===== config.mk =====
export PLATFORM = sky130hd
export DESIGN_NAME = painterengine_gpu_framestreamer_flat
export DESIGN_NICKNAME = d
export VERILOG_FILES = /design/src/rtl/painterengine_gpu_framestreamer_if.sv /design/src/rtl/painterengine_gpu_framestreamer.sv /design/src/flat_wrapper.sv
export SDC_FILE = /design/constraint.sdc
export NUM_CORES = 2
export LEC_CHECK = 0
export BUFFER_PORTS_ARGS = -buffer_cell sky130_fd_sc_hd__buf_2
export CAP_MARGIN = 40
export CORE_MARGIN = 2
export CORE_UTILIZATION = 50
export CTS_BUF_LIST = sky130_fd_sc_hd__clkbuf_4 sky130_fd_sc_hd__clkbuf_8
export DETAILED_ROUTE_END_ITERATION = 10
export GPL_ROUTABILITY_DRIVEN = 0
export GPL_TIMING_DRIVEN = 0
export HOLD_SLACK_MARGIN = 0.03
export PLACE_DENSITY_LB_ADDON = 0.25
export SYNTH_ARGS = -nofsm -noshare
export SYNTH_HDL_FRONTEND = slang
export SYNTH_SLANG_ARGS = --single-unit
export TNS_END_PERCENT = 10

===== constraint.sdc =====
create_clock -name i_wire_clock -period 7.6 [get_ports i_wire_clock]
set_input_delay 0.76 -clock i_wire_clock [delete_from_list [all_inputs] [get_ports i_wire_clock]]
set_output_delay 0.76 -clock i_wire_clock [all_outputs]
set_load 0.03 [all_outputs]

===== src/rtl/painterengine_gpu_framestreamer_if.sv =====
// Reader-side bus of the frame streamer: burst request, enable, completion and FIFO free space.
// The master modport is the sequencer and the slave modport is the DMA reader.
interface painterengine_gpu_framestreamer_if #(
  parameter int ADDR_W = 32,
  parameter int CNT_W  = 8
);
  logic [ADDR_W-1:0] reader_address;
  logic [31:0]       reader_length;
  logic              reader_resetn;
  logic              reader_done;
  logic              reader_error;
  logic [CNT_W-1:0]  fifo_empty_count;

  modport master (
    output reader_address,
    output reader_length,
    output reader_resetn,
    input  reader_done,
    input  reader_error,
    input  fifo_empty_count
  );

  modport slave (
    input  reader_address,
    input  reader_length,
    input  reader_resetn,
    output reader_done,
    output reader_error,
    output fifo_empty_count
  );
endinterface


===== src/rtl/painterengine_gpu_framestreamer.sv =====
// Frame-read sequencer that walks a viewport of a pitched framebuffer and issues row-segment bursts.
// Optional ping-pong buffering is enabled by PAINTERENGINE_GPU_FRAMESTREAMER_DOUBLE_BUFFER_EN.
module painterengine_gpu_framestreamer #(
  parameter int ADDR_W      = 32,
  parameter int DIM_W       = 16,
  parameter int BPP_BYTES   = 4,
  parameter int BLOCK_SIZE  = 64,
  parameter int LAUNCH_SIZE = 48,
  parameter int CNT_W       = 8
) (
  input  logic              i_wire_clock,
  input  logic              i_wire_resetn,
  input  logic              i_wire_start,
  input  logic              i_wire_stop,
  input  logic              i_wire_continuous,
  input  logic [ADDR_W-1:0] i_wire_base_address,
`ifdef PAINTERENGINE_GPU_FRAMESTREAMER_DOUBLE_BUFFER_EN
  input  logic [ADDR_W-1:0] i_wire_base_address1,
  output logic              o_wire_buffer_index,
`endif
  input  logic [ADDR_W-1:0] i_wire_stride,
  input  logic [DIM_W-1:0]  i_wire_x0,
  input  logic [DIM_W-1:0]  i_wire_y0,
  input  logic [DIM_W-1:0]  i_wire_width,
  input  logic [DIM_W-1:0]  i_wire_height,
  painterengine_gpu_framestreamer_if.master reader,
  output logic [2:0]        o_wire_state,
  output logic              o_wire_busy,
  output logic              o_wire_frame_done,
  output logic [15:0]       o_wire_frame_count
);

  localparam logic [2:0] ST_IDLE   = 3'b000;
  localparam logic [2:0] ST_CALC1  = 3'b001;
  localparam logic [2:0] ST_CALC2  = 3'b010;
  localparam logic [2:0] ST_WAIT   = 3'b011;
  localparam logic [2:0] ST_STREAM = 3'b100;
  localparam logic [2:0] ST_CHECK  = 3'b101;
  localparam logic [2:0] ST_DONE   = 3'b110;
  localparam logic [2:0] ST_ERROR  = 3'b111;

  logic [2:0]        state_reg, state_next;
  logic [DIM_W-1:0]  x_reg, x_next, y_reg, y_next;
  logic [ADDR_W-1:0] row_off_reg, row_off_next, col_off_reg, col_off_next;
  logic [ADDR_W-1:0] address_reg, address_next;
  logic [DIM_W-1:0]  length_reg, length_next;
  logic              frame_done_reg, frame_done_next;
  logic [15:0]       frame_count_reg, frame_count_next;

  logic [ADDR_W-1:0] cfg_base_reg, cfg_stride_reg;
  logic [DIM_W-1:0]  cfg_x0_reg, cfg_y0_reg, cfg_width_reg, cfg_height_reg;

  logic              sample_cfg, start_accept, frame_end;
  logic              zero_dims_in;
  logic [DIM_W-1:0]  x_adv, y_adv, remaining;
  logic [ADDR_W-1:0] row_idx, col_idx, base_sel;

  assign zero_dims_in = (i_wire_width == '0) || (i_wire_height == '0);
  assign row_idx      = ADDR_W'(cfg_y0_reg) + ADDR_W'(y_reg);
  assign col_idx      = ADDR_W'(cfg_x0_reg) + ADDR_W'(x_reg);
  assign remaining    = cfg_width_reg - x_reg;

`ifdef PAINTERENGINE_GPU_FRAMESTREAMER_DOUBLE_BUFFER_EN
  logic [ADDR_W-1:0] cfg_base1_reg;
  logic              buffer_index_reg;

  assign base_sel            = buffer_index_reg ? cfg_base1_reg : cfg_base_reg;
  assign o_wire_buffer_index = buffer_index_reg;

  // Index flips at every frame end so a continuous restart reads the other buffer.
  always_ff @(posedge i_wire_clock or negedge i_wire_resetn) begin
    if (!i_wire_resetn) begin
      cfg_base1_reg    <= '0;
      buffer_index_reg <= 1'b0;
    end else begin
      if (sample_cfg) cfg_base1_reg <= i_wire_base_address1;
      if (start_accept) buffer_index_reg <= 1'b0;
      else if (frame_end) buffer_index_reg <= ~buffer_index_reg;
    end
  end
`else
  assign base_sel = cfg_base_reg;
`endif

  always_comb begin
    state_next       = state_reg;
    x_next           = x_reg;
    y_next           = y_reg;
    row_off_next     = row_off_reg;
    col_off_next     = col_off_reg;
    address_next     = address_reg;
    length_next      = length_reg;
    frame_done_next  = 1'b0;
    frame_count_next = frame_count_reg;
    sample_cfg       = 1'b0;
    start_accept     = 1'b0;
    frame_end        = 1'b0;
    x_adv            = x_reg + length_reg;
    y_adv            = y_reg;

    if (i_wire_stop) begin
      state_next = ST_IDLE;
    end else begin
      case (state_reg)
        ST_IDLE, ST_DONE, ST_ERROR: begin
          if (i_wire_start) begin
            start_accept     = 1'b1;
            sample_cfg       = 1'b1;
            x_next           = '0;
            y_next           = '0;
            frame_count_next = '0;
            if (zero_dims_in) begin
              state_next      = ST_DONE;
              frame_done_next = 1'b1;
            end else begin
              state_next = ST_CALC1;
            end
          end
        end
        ST_CALC1: begin
          row_off_next = row_idx * cfg_stride_reg;
          col_off_next = col_idx * ADDR_W'(BPP_BYTES);
          state_next   = ST_CALC2;
        end
        ST_CALC2: begin
          address_next = base_sel + row_off_reg + col_off_reg;
          length_next  = (remaining > DIM_W'(BLOCK_SIZE)) ? DIM_W'(BLOCK_SIZE) : remaining;
          state_next   = ST_WAIT;
        end
        ST_WAIT: begin
          if (reader.fifo_empty_count >= CNT_W'(LAUNCH_SIZE)) state_next = ST_STREAM;
        end
        ST_STREAM: begin
          // Error takes priority over a done reported in the same cycle.
          if (reader.reader_error) state_next = ST_ERROR;
          else if (reader.reader_done) state_next = ST_CHECK;
        end
        ST_CHECK: begin
          if (x_adv == cfg_width_reg) begin
            x_next = '0;
            y_adv  = y_reg + DIM_W'(1);
          end else begin
            x_next = x_adv;
          end
          y_next = y_adv;
          if (y_adv == cfg_height_reg) begin
            frame_end        = 1'b1;
            frame_done_next  = 1'b1;
            frame_count_next = frame_count_reg + 16'd1;
            x_next           = '0;
            y_next           = '0;
            if (i_wire_continuous) begin
              sample_cfg = 1'b1;
              state_next = zero_dims_in ? ST_DONE : ST_CALC1;
            end else begin
              state_next = ST_DONE;
            end
          end else begin
            state_next = ST_CALC1;
          end
        end
        default: state_next = ST_IDLE;
      endcase
    end
  end

  always_ff @(posedge i_wire_clock or negedge i_wire_resetn) begin
    if (!i_wire_resetn) begin
      state_reg       <= ST_IDLE;
      x_reg           <= '0;
      y_reg           <= '0;
      row_off_reg     <= '0;
      col_off_reg     <= '0;
      address_reg     <= '0;
      length_reg      <= '0;
      frame_done_reg  <= 1'b0;
      frame_count_reg <= '0;
      cfg_base_reg    <= '0;
      cfg_stride_reg  <= '0;
      cfg_x0_reg      <= '0;
      cfg_y0_reg      <= '0;
      cfg_width_reg   <= '0;
      cfg_height_reg  <= '0;
    end else begin
      state_reg       <= state_next;
      x_reg           <= x_next;
      y_reg           <= y_next;
      row_off_reg     <= row_off_next;
      col_off_reg     <= col_off_next;
      address_reg     <= address_next;
      length_reg      <= length_next;
      frame_done_reg  <= frame_done_next;
      frame_count_reg <= frame_count_next;
      if (sample_cfg) begin
        cfg_base_reg   <= i_wire_base_address;
        cfg_stride_reg <= i_wire_stride;
        cfg_x0_reg     <= i_wire_x0;
        cfg_y0_reg     <= i_wire_y0;
        cfg_width_reg  <= i_wire_width;
        cfg_height_reg <= i_wire_height;
      end
    end
  end

  // Enable is gated by reset and stop directly so the reader is released without waiting a clock.
  assign reader.reader_resetn  = i_wire_resetn && !i_wire_stop && (state_reg == ST_STREAM);
  assign reader.reader_address = address_reg;
  assign reader.reader_length  = 32'(length_reg);

  assign o_wire_state       = state_reg;
  assign o_wire_busy        = !((state_reg == ST_IDLE) || (state_reg == ST_DONE) || (state_reg == ST_ERROR));
  assign o_wire_frame_done  = frame_done_reg;
  assign o_wire_frame_count = frame_count_reg;

endmodule


===== src/flat_wrapper.sv =====
// flat-port wrapper written by rule: the top's interface ports become plain ports
module painterengine_gpu_framestreamer_flat 
#(
  parameter int ADDR_W      = 32,
  parameter int DIM_W       = 16,
  parameter int BPP_BYTES   = 4,
  parameter int BLOCK_SIZE  = 64,
  parameter int LAUNCH_SIZE = 48,
  parameter int CNT_W       = 8
)
  (i_wire_clock, i_wire_resetn, i_wire_start, i_wire_stop, i_wire_continuous, i_wire_base_address, i_wire_stride, i_wire_x0, i_wire_y0, i_wire_width, i_wire_height, o_wire_state, o_wire_busy, o_wire_frame_done, o_wire_frame_count, reader_reader_address, reader_reader_length, reader_reader_resetn, reader_reader_done, reader_reader_error, reader_fifo_empty_count);
  painterengine_gpu_framestreamer_if #(.ADDR_W(ADDR_W), .CNT_W(CNT_W)) reader_i ();
  input  logic i_wire_clock;
  input  logic i_wire_resetn;
  input  logic i_wire_start;
  input  logic i_wire_stop;
  input  logic i_wire_continuous;
  input  logic [ADDR_W-1:0] i_wire_base_address;
  input  logic [ADDR_W-1:0] i_wire_stride;
  input  logic [DIM_W-1:0] i_wire_x0;
  input  logic [DIM_W-1:0] i_wire_y0;
  input  logic [DIM_W-1:0] i_wire_width;
  input  logic [DIM_W-1:0] i_wire_height;
  output logic [2:0] o_wire_state;
  output logic o_wire_busy;
  output logic o_wire_frame_done;
  output logic [15:0] o_wire_frame_count;
  output wire logic [$bits(reader_i.reader_address)-1:0] reader_reader_address;
  output wire logic [$bits(reader_i.reader_length)-1:0] reader_reader_length;
  output wire logic [$bits(reader_i.reader_resetn)-1:0] reader_reader_resetn;
  input wire logic [$bits(reader_i.reader_done)-1:0] reader_reader_done;
  input wire logic [$bits(reader_i.reader_error)-1:0] reader_reader_error;
  input wire logic [$bits(reader_i.fifo_empty_count)-1:0] reader_fifo_empty_count;
  assign reader_reader_address = reader_i.reader_address;
  assign reader_reader_length = reader_i.reader_length;
  assign reader_reader_resetn = reader_i.reader_resetn;
  assign reader_i.reader_done = reader_reader_done;
  assign reader_i.reader_error = reader_reader_error;
  assign reader_i.fifo_empty_count = reader_fifo_empty_count;
  painterengine_gpu_framestreamer #(.ADDR_W(ADDR_W), .DIM_W(DIM_W), .BPP_BYTES(BPP_BYTES), .BLOCK_SIZE(BLOCK_SIZE), .LAUNCH_SIZE(LAUNCH_SIZE), .CNT_W(CNT_W)) u_core (.i_wire_clock(i_wire_clock), .i_wire_resetn(i_wire_resetn), .i_wire_start(i_wire_start), .i_wire_stop(i_wire_stop), .i_wire_continuous(i_wire_continuous), .i_wire_base_address(i_wire_base_address), .i_wire_stride(i_wire_stride), .i_wire_x0(i_wire_x0), .i_wire_y0(i_wire_y0), .i_wire_width(i_wire_width), .i_wire_height(i_wire_height), .reader(reader_i), .o_wire_state(o_wire_state), .o_wire_busy(o_wire_busy), .o_wire_frame_done(o_wire_frame_done), .o_wire_frame_count(o_wire_frame_count));
endmodule

==> flow_summary.ini <==
[run_status]
status = finished, violations left
violations = setup timing

[synth]
synthArstFlopShare_pct = 100.0
synth_top_area_share_pct = 24.29
ys_ff_latch = 277
yosys_warnings = 0
synth-main-ff-cell = dfrtp_1
synth_area_per_cell_um2 = 9.407
synth_edf_count = 0
yosys-top-cells-area = dfrtp_1 24%, fa_1 24%, ha_1 7.7%
yosysTopAreaCell = dfrtp_1
yosysUniqueCellTypes = 88
synth.cell_area_um2 = 28540
netlist_instances = 3034
synth.yosys.seq_area_share_pct = 24.29

[global_route]
gr-usage-met2_pct = 44.92
grt_usage_pct = 27.26
grt_antenna_before_repair = 0
grt_pass1_vias = 23742
grt_max_degree = 124
grt_use_met3_pct = 4.003
grt_util_met1_pct = 36.73
grt_pass1_wl_mm = 126.9
grt-ovfl-total = 0
grt_busiest_layer = met2

[cts]
holdBufCountCts = 0
clock_sinks = 277
cts_buffer_depth = 3
htree_levels = 2
clk_latency_ns = 0.65
path_clk_slew_ns = 0.06
cts_buffers = 51
cts-root-buf = clkbuf_8
cts_tree = done

[sta]
slew_viol_final = 0
tightestPinTransition_ns = 0.8017
grt_setup_unrepaired = yes
timing.final.crit_share_pct = 108.3
clock_skew_ns = 0.04140
slew_headroom_pct = 46.46
layout_min_cycle_time_ns = 8.230
hold_viol_final = 0
fmax_ghz = 0.1215
whs_ns = 0.07257
fin_ws_ns = -0.6299
setup_violations = 9

[critical_path]
r2r_end = u_core.row_off_reg[31]$_DFFE_PN0P_
start_kind = flop
cpPeakStageDelay_ns = 0.54
crit_family = adder cells
end_kind = flop
timing_worst_setup_path_type = reg2reg
cp.arrival_ns = 8.72
cp_max_fo = 6
r2r-start = u_core.y_reg[5]$_DFFE_PN0P_
reg2reg_slack_ns = -0.63
path_common_cell = xnor2_1
reg2reg_depth = 32
critPathBufInv = 2
required_ns = 8.09
crit_slowest_cell = fa_1

[drt]
ant_nets = 0
wl_mm = 79.29
num_vias = 22600
drt-initial-drc-count = 1562
avgRoutedWirePerCell_um = 19.18
drc = 0
drtPass1Iterations = 5
via_per_inst = 5.468

[floorplan]
io_pins = 229
row_count = 87
die_w_um = 242.9
die-area_um2 = 59010
core_um2 = 56390
start_util_pct = 50.61
die_h_um = 242.9

[layout]
fin_nets = 3997
syn_to_final_growth_pct = 14.06
layout-drive-gt1-share_pct = 17.77

[min_path]
hold_path_class = in2async

[placement]
dp_hpwl_mm = 64.67
numPortBuffers = 208

[flow_run]
drv_cap = 0
==> stage by stage <==
stage	cell area, um2	setup TNS [ns]	worst slack (ns)	instances	utilization [%]
2_1_floorplan	28720	0	0.01536	3049	-
3_3_place_gp	30700	-10.25	-1.534	4013	54.45
3_5_place_dp	30800	-11.12	-1.575	4019	54.63
4_1_cts	32430	-2.817	-0.5623	4127	57.51
5_1_grt	32550	-6.237	-0.8397	4132	57.72
6_report	32550	-3.089	-0.6299	4133	57.73
==> worst max path at each step <==
stage | start | to | slack (ns) | cells past startpoint
detailed placement | u_core.y_reg[0]$_DFFE_PN0P_ | u_core.row_off_reg[31]$_DFFE_PN0P_ | -1.58 | 30
floorplan | u_core.y_reg[6]$_DFFE_PN0P_ | u_core.row_off_reg[31]$_DFFE_PN0P_ | 0.02 | 33
CTS | u_core.y_reg[4]$_DFFE_PN0P_ | u_core.row_off_reg[31]$_DFFE_PN0P_ | -0.56 | 30
global route | u_core.y_reg[5]$_DFFE_PN0P_ | u_core.row_off_reg[31]$_DFFE_PN0P_ | -0.84 | 33
global placement | u_core.y_reg[0]$_DFFE_PN0P_ | u_core.row_off_reg[31]$_DFFE_PN0P_ | -1.53 | 31
finish | u_core.y_reg[5]$_DFFE_PN0P_ | u_core.row_off_reg[31]$_DFFE_PN0P_ | -0.63 | 32
==> per-layer routing <==
metal	part of all wire, %	wire (um)	vias up
li1	-	-	10341
met2	47	36990	862
met1	42	33650	11215
met4	3.8	3037	0
met3	7.1	5612	182
met5	0	0	-
==> synth_stat cells, types with 28 or more instances <==
master and count:
inv_1 488, nand2_1 428, fa_1 341, dfrtp_1 277, ha_1 175, o21ai_0 141, and2_1 129, mux2_2 124
xnor2_1 107, clkbuf_1 97, nor2_1 96, a21oi_1 69, nand2b_1 46, xor2_1 39, a21o_1 35, nand3_1 34
nor3_1 29, and3_1 28
==> cells by family (layout without fill, tap and decap cells) <==
logic type                 Yosys count  count (layout)  share of synthesized area [%]
and+or+nand+nor                    888             888                          14.90
AOI/OAI and AO/OA                  442             442                          10.32
DFF                                277             277                          24.29
other                                1              17                        0.01314
buffers and inverters              625             952                          8.588
adders and majority gates          516             516                          31.59
muxes                              130             130                          5.107
xor gates and xnor gates           155             155                          5.191
==> placed cells by master (no fill, tap or decap), types with 20 or more instances in the layout <==
master,n
inv_1,488
nand2_1,427
fa_1,338
dfrtp_1,270
buf_2,218
ha_1,166
o21ai_0,138
and2_1,128
mux2_2,124
xnor2_1,97
nor2_1,94
clkbuf_1,73
a21oi_1,64
clkbuf_8,63
buf_4,47
nand2b_1,46
xor2_1,35
a21o_1,34
nand3_1,33
and3_1,28
nor3_1,27
nor2b_1,21
o31ai_1,21
o21a_1,20
==> area by class of cell <==
class,instances,area (um2)
fill,4964,23840
clock buffer,70,900.9
inverter,489,1836
tap,756,945.9
sequential,277,6940
timing repair buffer,236,1315
antenna,1,2.502
multi-input combinational,2147,19630
clock inverter,21,266.5
buffer,136,713.2
==> timing repair <==
action                     in CTS  in global routing
pin swaps                      27                 13
setup buffers                  17                  5
resized for setup              76                 32
setup endpoints to repair      16                 13
Power is left out: the tool's default activity adds up to more than one toggle a clock period on the data nets, which glitch-free logic cannot reach.
